**config.mk**
```make
export PLATFORM = sky130hd
export DESIGN_NAME = mult_acc_seq
export DESIGN_NICKNAME = d
export VERILOG_FILES = /design/src/rtl/mac_pkg.sv /design/src/rtl/mult_mnbit.sv /design/src/rtl/mult_acc_seq.sv
export SDC_FILE = /design/constraint.sdc
export NUM_CORES = 1
export LEC_CHECK = 0
export ABC_AREA = 1
export CAP_MARGIN = 25
export CORE_ASPECT_RATIO = 2
export CORE_UTILIZATION = 25
export DETAILED_ROUTE_END_ITERATION = 16
export PLACE_DENSITY = 0.42
export SYNTH_ARGS = -nofsm -noshare
export SYNTH_HDL_FRONTEND = slang
export SYNTH_HIERARCHICAL = 1
export SYNTH_SLANG_ARGS = --single-unit
export TNS_END_PERCENT = 20
```
**constraint.sdc**
```tcl
create_clock -name clk -period 5.1 [get_ports clk]
set_input_delay 1.275 -clock clk [delete_from_list [all_inputs] [get_ports clk]]
set_output_delay 1.275 -clock clk [all_outputs]
set_load 0.01 [all_outputs]
```
**src/rtl/mac_pkg.sv**
```systemverilog
// Shared types and default geometry for the sequential multiply-accumulate block.
package mac_pkg;

  typedef enum logic {
    ACCUM,
    DONE
  } mac_state_t;

  localparam int unsigned DefM    = 4;
  localparam int unsigned DefN    = 4;
  localparam int unsigned DefAccW = 12;
  localparam int unsigned DefLen  = 4;

  // Counter width able to hold the values 0..len inclusive.
  function automatic int unsigned cnt_width(input int unsigned len);
    return (len < 1) ? 1 : $clog2(len + 1);
  endfunction

endpackage

```
**src/rtl/mult_mnbit.sv**
```systemverilog
// Unsigned M x N array multiplier: one AND row per bit of b, summed by a chain of row adders.
module mult_mnbit #(
  parameter int unsigned M = 4,
  parameter int unsigned N = 4
) (
  input  logic [M-1:0]   i_a,
  input  logic [N-1:0]   i_b,
  output logic [M+N-1:0] o_prod
);

  logic [M+N-1:0] w_pp  [N];
  logic [M+N-1:0] w_sum [N+1];

  assign w_sum[0] = '0;

  for (genvar j = 0; j < N; j++) begin : g_row
    assign w_pp[j]      = {{N{1'b0}}, i_a & {M{i_b[j]}}} << j;
    assign w_sum[j + 1] = w_sum[j] + w_pp[j];
  end

  assign o_prod = w_sum[N];

endmodule

```
**src/rtl/mult_acc_seq.sv**
```systemverilog
// Registers operand pairs in front of mult_mnbit and sums LEN unsigned products per result,
// handing each dot product out over a valid/ready handshake.
module mult_acc_seq
  import mac_pkg::*;
#(
  parameter int unsigned M     = DefM,
  parameter int unsigned N     = DefN,
  parameter int unsigned ACC_W = DefAccW,
  parameter int unsigned LEN   = DefLen
) (
  input  logic             clk,
  input  logic             rst,
  input  logic             in_valid,
  output logic             in_ready,
  input  logic [M-1:0]     a,
  input  logic [N-1:0]     b,
  output logic             out_valid,
  input  logic             out_ready,
  output logic [ACC_W-1:0] acc_out,
  output logic             ovf
);

  localparam int unsigned CntW = cnt_width(LEN);
  localparam int unsigned PW   = M + N;
  localparam int unsigned SumW = ACC_W + 1;

  localparam logic [CntW-1:0] LenC  = CntW'(LEN);
  localparam logic [CntW-1:0] LastC = CntW'(LEN - 1);
  localparam logic [CntW-1:0] OneC  = CntW'(1);

  if (ACC_W < M + N) begin : g_bad_acc_w
    $error("mult_acc_seq: ACC_W must be at least M+N");
  end
  if (LEN < 1) begin : g_bad_len
    $error("mult_acc_seq: LEN must be at least 1");
  end

  mac_state_t      r_state, w_state_nxt;
  logic [M-1:0]    r_a, w_a_nxt;
  logic [N-1:0]    r_b, w_b_nxt;
  logic            r_p_vld, w_p_vld_nxt;
  logic [CntW-1:0] r_in_cnt, w_in_cnt_nxt;
  logic [CntW-1:0] r_acc_cnt, w_acc_cnt_nxt;
  logic [ACC_W-1:0] r_acc, w_acc_nxt;
  logic            r_ovf, w_ovf_nxt;
  logic            r_out_valid, w_out_valid_nxt;

  logic            w_accept;
  logic [PW-1:0]   w_prod;
  logic [SumW-1:0] w_sum;

  mult_mnbit #(
    .M(M),
    .N(N)
  ) u_mult (
    .i_a   (r_a),
    .i_b   (r_b),
    .o_prod(w_prod)
  );

  // in_cnt caps acceptance at LEN so a batch never takes more than LEN pairs.
  assign in_ready = (r_state == ACCUM) && (r_in_cnt < LenC) && !rst;
  assign w_accept = in_valid && in_ready;

  // Extra top bit captures the carry out of the accumulator for the sticky wrap flag.
  assign w_sum = {1'b0, r_acc} + SumW'(w_prod);

  always_comb begin
    w_state_nxt     = r_state;
    w_a_nxt         = r_a;
    w_b_nxt         = r_b;
    w_p_vld_nxt     = w_accept;
    w_in_cnt_nxt    = r_in_cnt;
    w_acc_cnt_nxt   = r_acc_cnt;
    w_acc_nxt       = r_acc;
    w_ovf_nxt       = r_ovf;
    w_out_valid_nxt = r_out_valid;

    if (w_accept) begin
      w_a_nxt      = a;
      w_b_nxt      = b;
      w_in_cnt_nxt = r_in_cnt + OneC;
    end

    unique case (r_state)
      ACCUM: begin
        if (r_p_vld) begin
          w_acc_nxt     = w_sum[ACC_W-1:0];
          w_ovf_nxt     = r_ovf | w_sum[ACC_W];
          w_acc_cnt_nxt = r_acc_cnt + OneC;
          if (r_acc_cnt == LastC) begin
            w_state_nxt     = DONE;
            w_out_valid_nxt = 1'b1;
          end
        end
      end
      DONE: begin
        if (out_ready) begin
          w_state_nxt     = ACCUM;
          w_out_valid_nxt = 1'b0;
          w_acc_nxt       = '0;
          w_ovf_nxt       = 1'b0;
          w_in_cnt_nxt    = '0;
          w_acc_cnt_nxt   = '0;
        end
      end
    endcase
  end

  always_ff @(posedge clk) begin
    if (rst) begin
      r_state     <= ACCUM;
      r_a         <= '0;
      r_b         <= '0;
      r_p_vld     <= 1'b0;
      r_in_cnt    <= '0;
      r_acc_cnt   <= '0;
      r_acc       <= '0;
      r_ovf       <= 1'b0;
      r_out_valid <= 1'b0;
    end else begin
      r_state     <= w_state_nxt;
      r_a         <= w_a_nxt;
      r_b         <= w_b_nxt;
      r_p_vld     <= w_p_vld_nxt;
      r_in_cnt    <= w_in_cnt_nxt;
      r_acc_cnt   <= w_acc_cnt_nxt;
      r_acc       <= w_acc_nxt;
      r_ovf       <= w_ovf_nxt;
      r_out_valid <= w_out_valid_nxt;
    end
  end

  assign out_valid = r_out_valid;
  assign acc_out   = r_acc;
  assign ovf       = r_ovf;

endmodule

```
==> impl_metrics.json <==
{
  "status": "finished, final reports clean",
  "async_flop_share": 0,
  "die_h_um": 130,
  "n_antenna_cell": 0,
  "rsz0062_at_grt": "no",
  "io_buffers": 26,
  "finalNetCount": 359,
  "synth.distinct_cells": 30,
  "die_w_um": 65.9,
  "finalSetupViolCount": 0,
  "synth_nets": 330,
  "synth_area_leader_cell": "dfxtp_1",
  "switchingPower_mw": 0.135,
  "grt_use_total": 0.132,
  "antenna_found_initial": 0,
  "finalSetupTns_ps": 0,
  "drc": 0,
  "timing.rr.start": "r_b[3]",
  "grt_pass1_wl_mm": 8.31,
  "cp_max_fo": 22,
  "p_int_mw": 0.452,
  "end_kind": "primary output",
  "die_area_um2": 8540,
  "ys_seq_area_frac": 0.294,
  "worstPathRequired_ps": 3830,
  "drv_cap": 0,
  "synth_top_cell_area_share": 0.294,
  "critPathKind": "in -> out",
  "worstMarginPinSlew_ps": 446,
  "hold_ws_ps": 449,
  "synth_cells": 291,
  "htreeDepth": 2,
  "power_frac_clock": 0.510,
  "tritoncts": "done",
  "hold_end": "ovf",
  "power.leakage_nw": 1.25,
  "clk_pin_slew_ps": 50,
  "r2r_cells": 21,
  "reg2reg_to": "acc_out[11]",
  "cts_sinks": 30,
  "grt_max_degree": 23,
  "ys.flop_type": "dfxtp_1",
  "swShare": 0.230,
  "drive_gt1_frac": 0.0685,
  "hold_depth": 2,
  "period_minus_slack_ps": 3920,
  "wl_per_cell_um": 11.9,
  "p_comb_frac": 0.070,
  "hold_viol_final": 0,
  "synth_edf_count": 0,
  "clkLatencyLatePin_ps": 280,
  "antenna_left": 0,
  "crit_path_start_kind": "input port",
  "vdd_drop_max_v": 0.000192,
  "post_cts_resized": 0,
  "synth_most_common_cell": "nand2_1",
  "arrival_ps": 2640,
  "holdCritPathClass": "reg -> reg",
  "final_max_slew_viol_count": 0,
  "dpl.hpwl_mm": 3.99,
  "numPlacedInstances": 409,
  "fill_cells": 903,
  "max_slew_margin": 0.701,
  "vias_per_cell": 4.43,
  "cts_hold_buf": 0,
  "utilization": 0.319,
  "gp_congestion": 0.741,
  "hp-start": "ovf",
  "reg2reg_slack_ps": 1320,
  "fin_skew_ps": 2.93,
  "syn_area_per_cell_um2": 7.01,
  "root_buffer": "clkbuf_16",
  "p_per_area_nw_per_um2": 232,
  "totalWireLength_mm": 4.95,
  "fin_cells": 417,
  "ios": 27,
  "pwr-share-seq": 0.420,
  "first_pass_iters": 4,
  "synthTopCellsByArea": "dfxtp_1, nand2_1, ha_1",
  "drt_iter0_drc": 49,
  "yosys-top-cells-count": "nand2_1, inv_1, dfxtp_1",
  "synth_area_um2": 2040,
  "start_util": 0.257,
  "min_period_over_period": 0.768,
  "postCtsSetupRepairBufs": 0,
  "critPathLaunch": "rst",
  "cts_buffers": 5,
  "yosysWarnings": 6,
  "via_count": 1847,
  "clk_path_buf_depth": 2,
  "coreArea_um2": 7940,
  "syn_to_final_growth_pct": 24.2,
  "rows": 46,
  "synth-seq-cells": 30,
  "fmax_mhz": 255,
  "grt_pass1_vias": 1838,
  "overflow": 0
}
## layout by cell type, fill, tap and decap left out, drive strengths merged
cell type,n
dfxtp,30
nand4,1
o31ai,1
nand3b,4
and2,1
fa,6
a21o,1
ha,21
clkbuf,7
a21oi,27
a211oi,1
o21ai,3
nor2,21
xor2,2
o21a,1
o22ai,1
clkinv,1
buf,1
nand3,19
or2,1
nor3,2
clkdlybuf4s50,26
nand2,100
inv,43
## cells by family after synthesis
| logic type | share of synthesized area |
|---|---|
| DFF | 0.294 |
| and+or+nand+nor | 0.315 |
| buffers and inverters | 0.101 |
| adders and majority gates | 0.188 |
| AOI/OAI and AO/OA | 0.0933 |
| xor gates and xnor gates | 0.00859 |
## worst max-delay path, stage by stage
cell and delay [ps]:
clkdlybuf4s50_1 400, buf_4 220, nor3_2 170, clkdlybuf4s50_1 580
## flip-flops by register name, indices dropped and copies added (netlist names)
name       cells
r_a            4
r_b            4
r_state        1
r_in_cnt       3
out_valid      1
ovf            1
acc_out       12
r_acc_cnt      3
r_p_vld        1
## worst max path at each step
stage,endpoint,slack (ps),depth (start not counted)
6_report,in_ready,1180,4
5_1_grt,acc_out[11],1020,21
4_1_cts,in_ready,1170,4
3_5_place_dp,in_ready,1180,4
3_3_place_gp,in_ready,1180,4
2_1_floorplan,acc_out[8],1720,19
## power by group through the flow
stage	sequential, mW	clock (mW)	combinational (mW)
2_1_floorplan	0.250	0	0.0261
3_3_place_gp	0.252	0	0.0422
3_5_place_dp	0.252	0	0.0422
4_1_cts	0.247	0.312	0.0424
5_1_grt	0.248	0.322	0.0467
6_report	0.247	0.300	0.0411
## final cells by class
type	count	area, µm²	area share
multi-input combinational	213	1230	0.487
inverter	43	164	0.0647
tap	96	120	0.0474
timing repair buffer	27	268	0.106
sequential	30	601	0.237
clock buffer	7	143	0.0563
clock inverter	1	5.00	0.00198
## metrics by stage
step | total power, mW | worst slack (ps) | instance area (µm²)
floorplan | 0.277 | 1720 | 2040
CTS | 0.601 | 1170 | 2530
global placement | 0.294 | 1180 | 2390
global route | 0.617 | 1020 | 2530
finish | 0.588 | 1180 | 2530
detailed placement | 0.294 | 1180 | 2390
## metal layers
layer | share of wire | global-route usage | vias to the layer above
met2 | 0.54 | 0.235 | 36
met1 | 0.38 | 0.131 | 814
li1 | - | - | 983
met5 | 0 | 0 | -
met4 | 0.050 | 0.0921 | 0
met3 | 0.032 | 0.0262 | 14
Note: power is estimated with default switching activity, not from simulation.
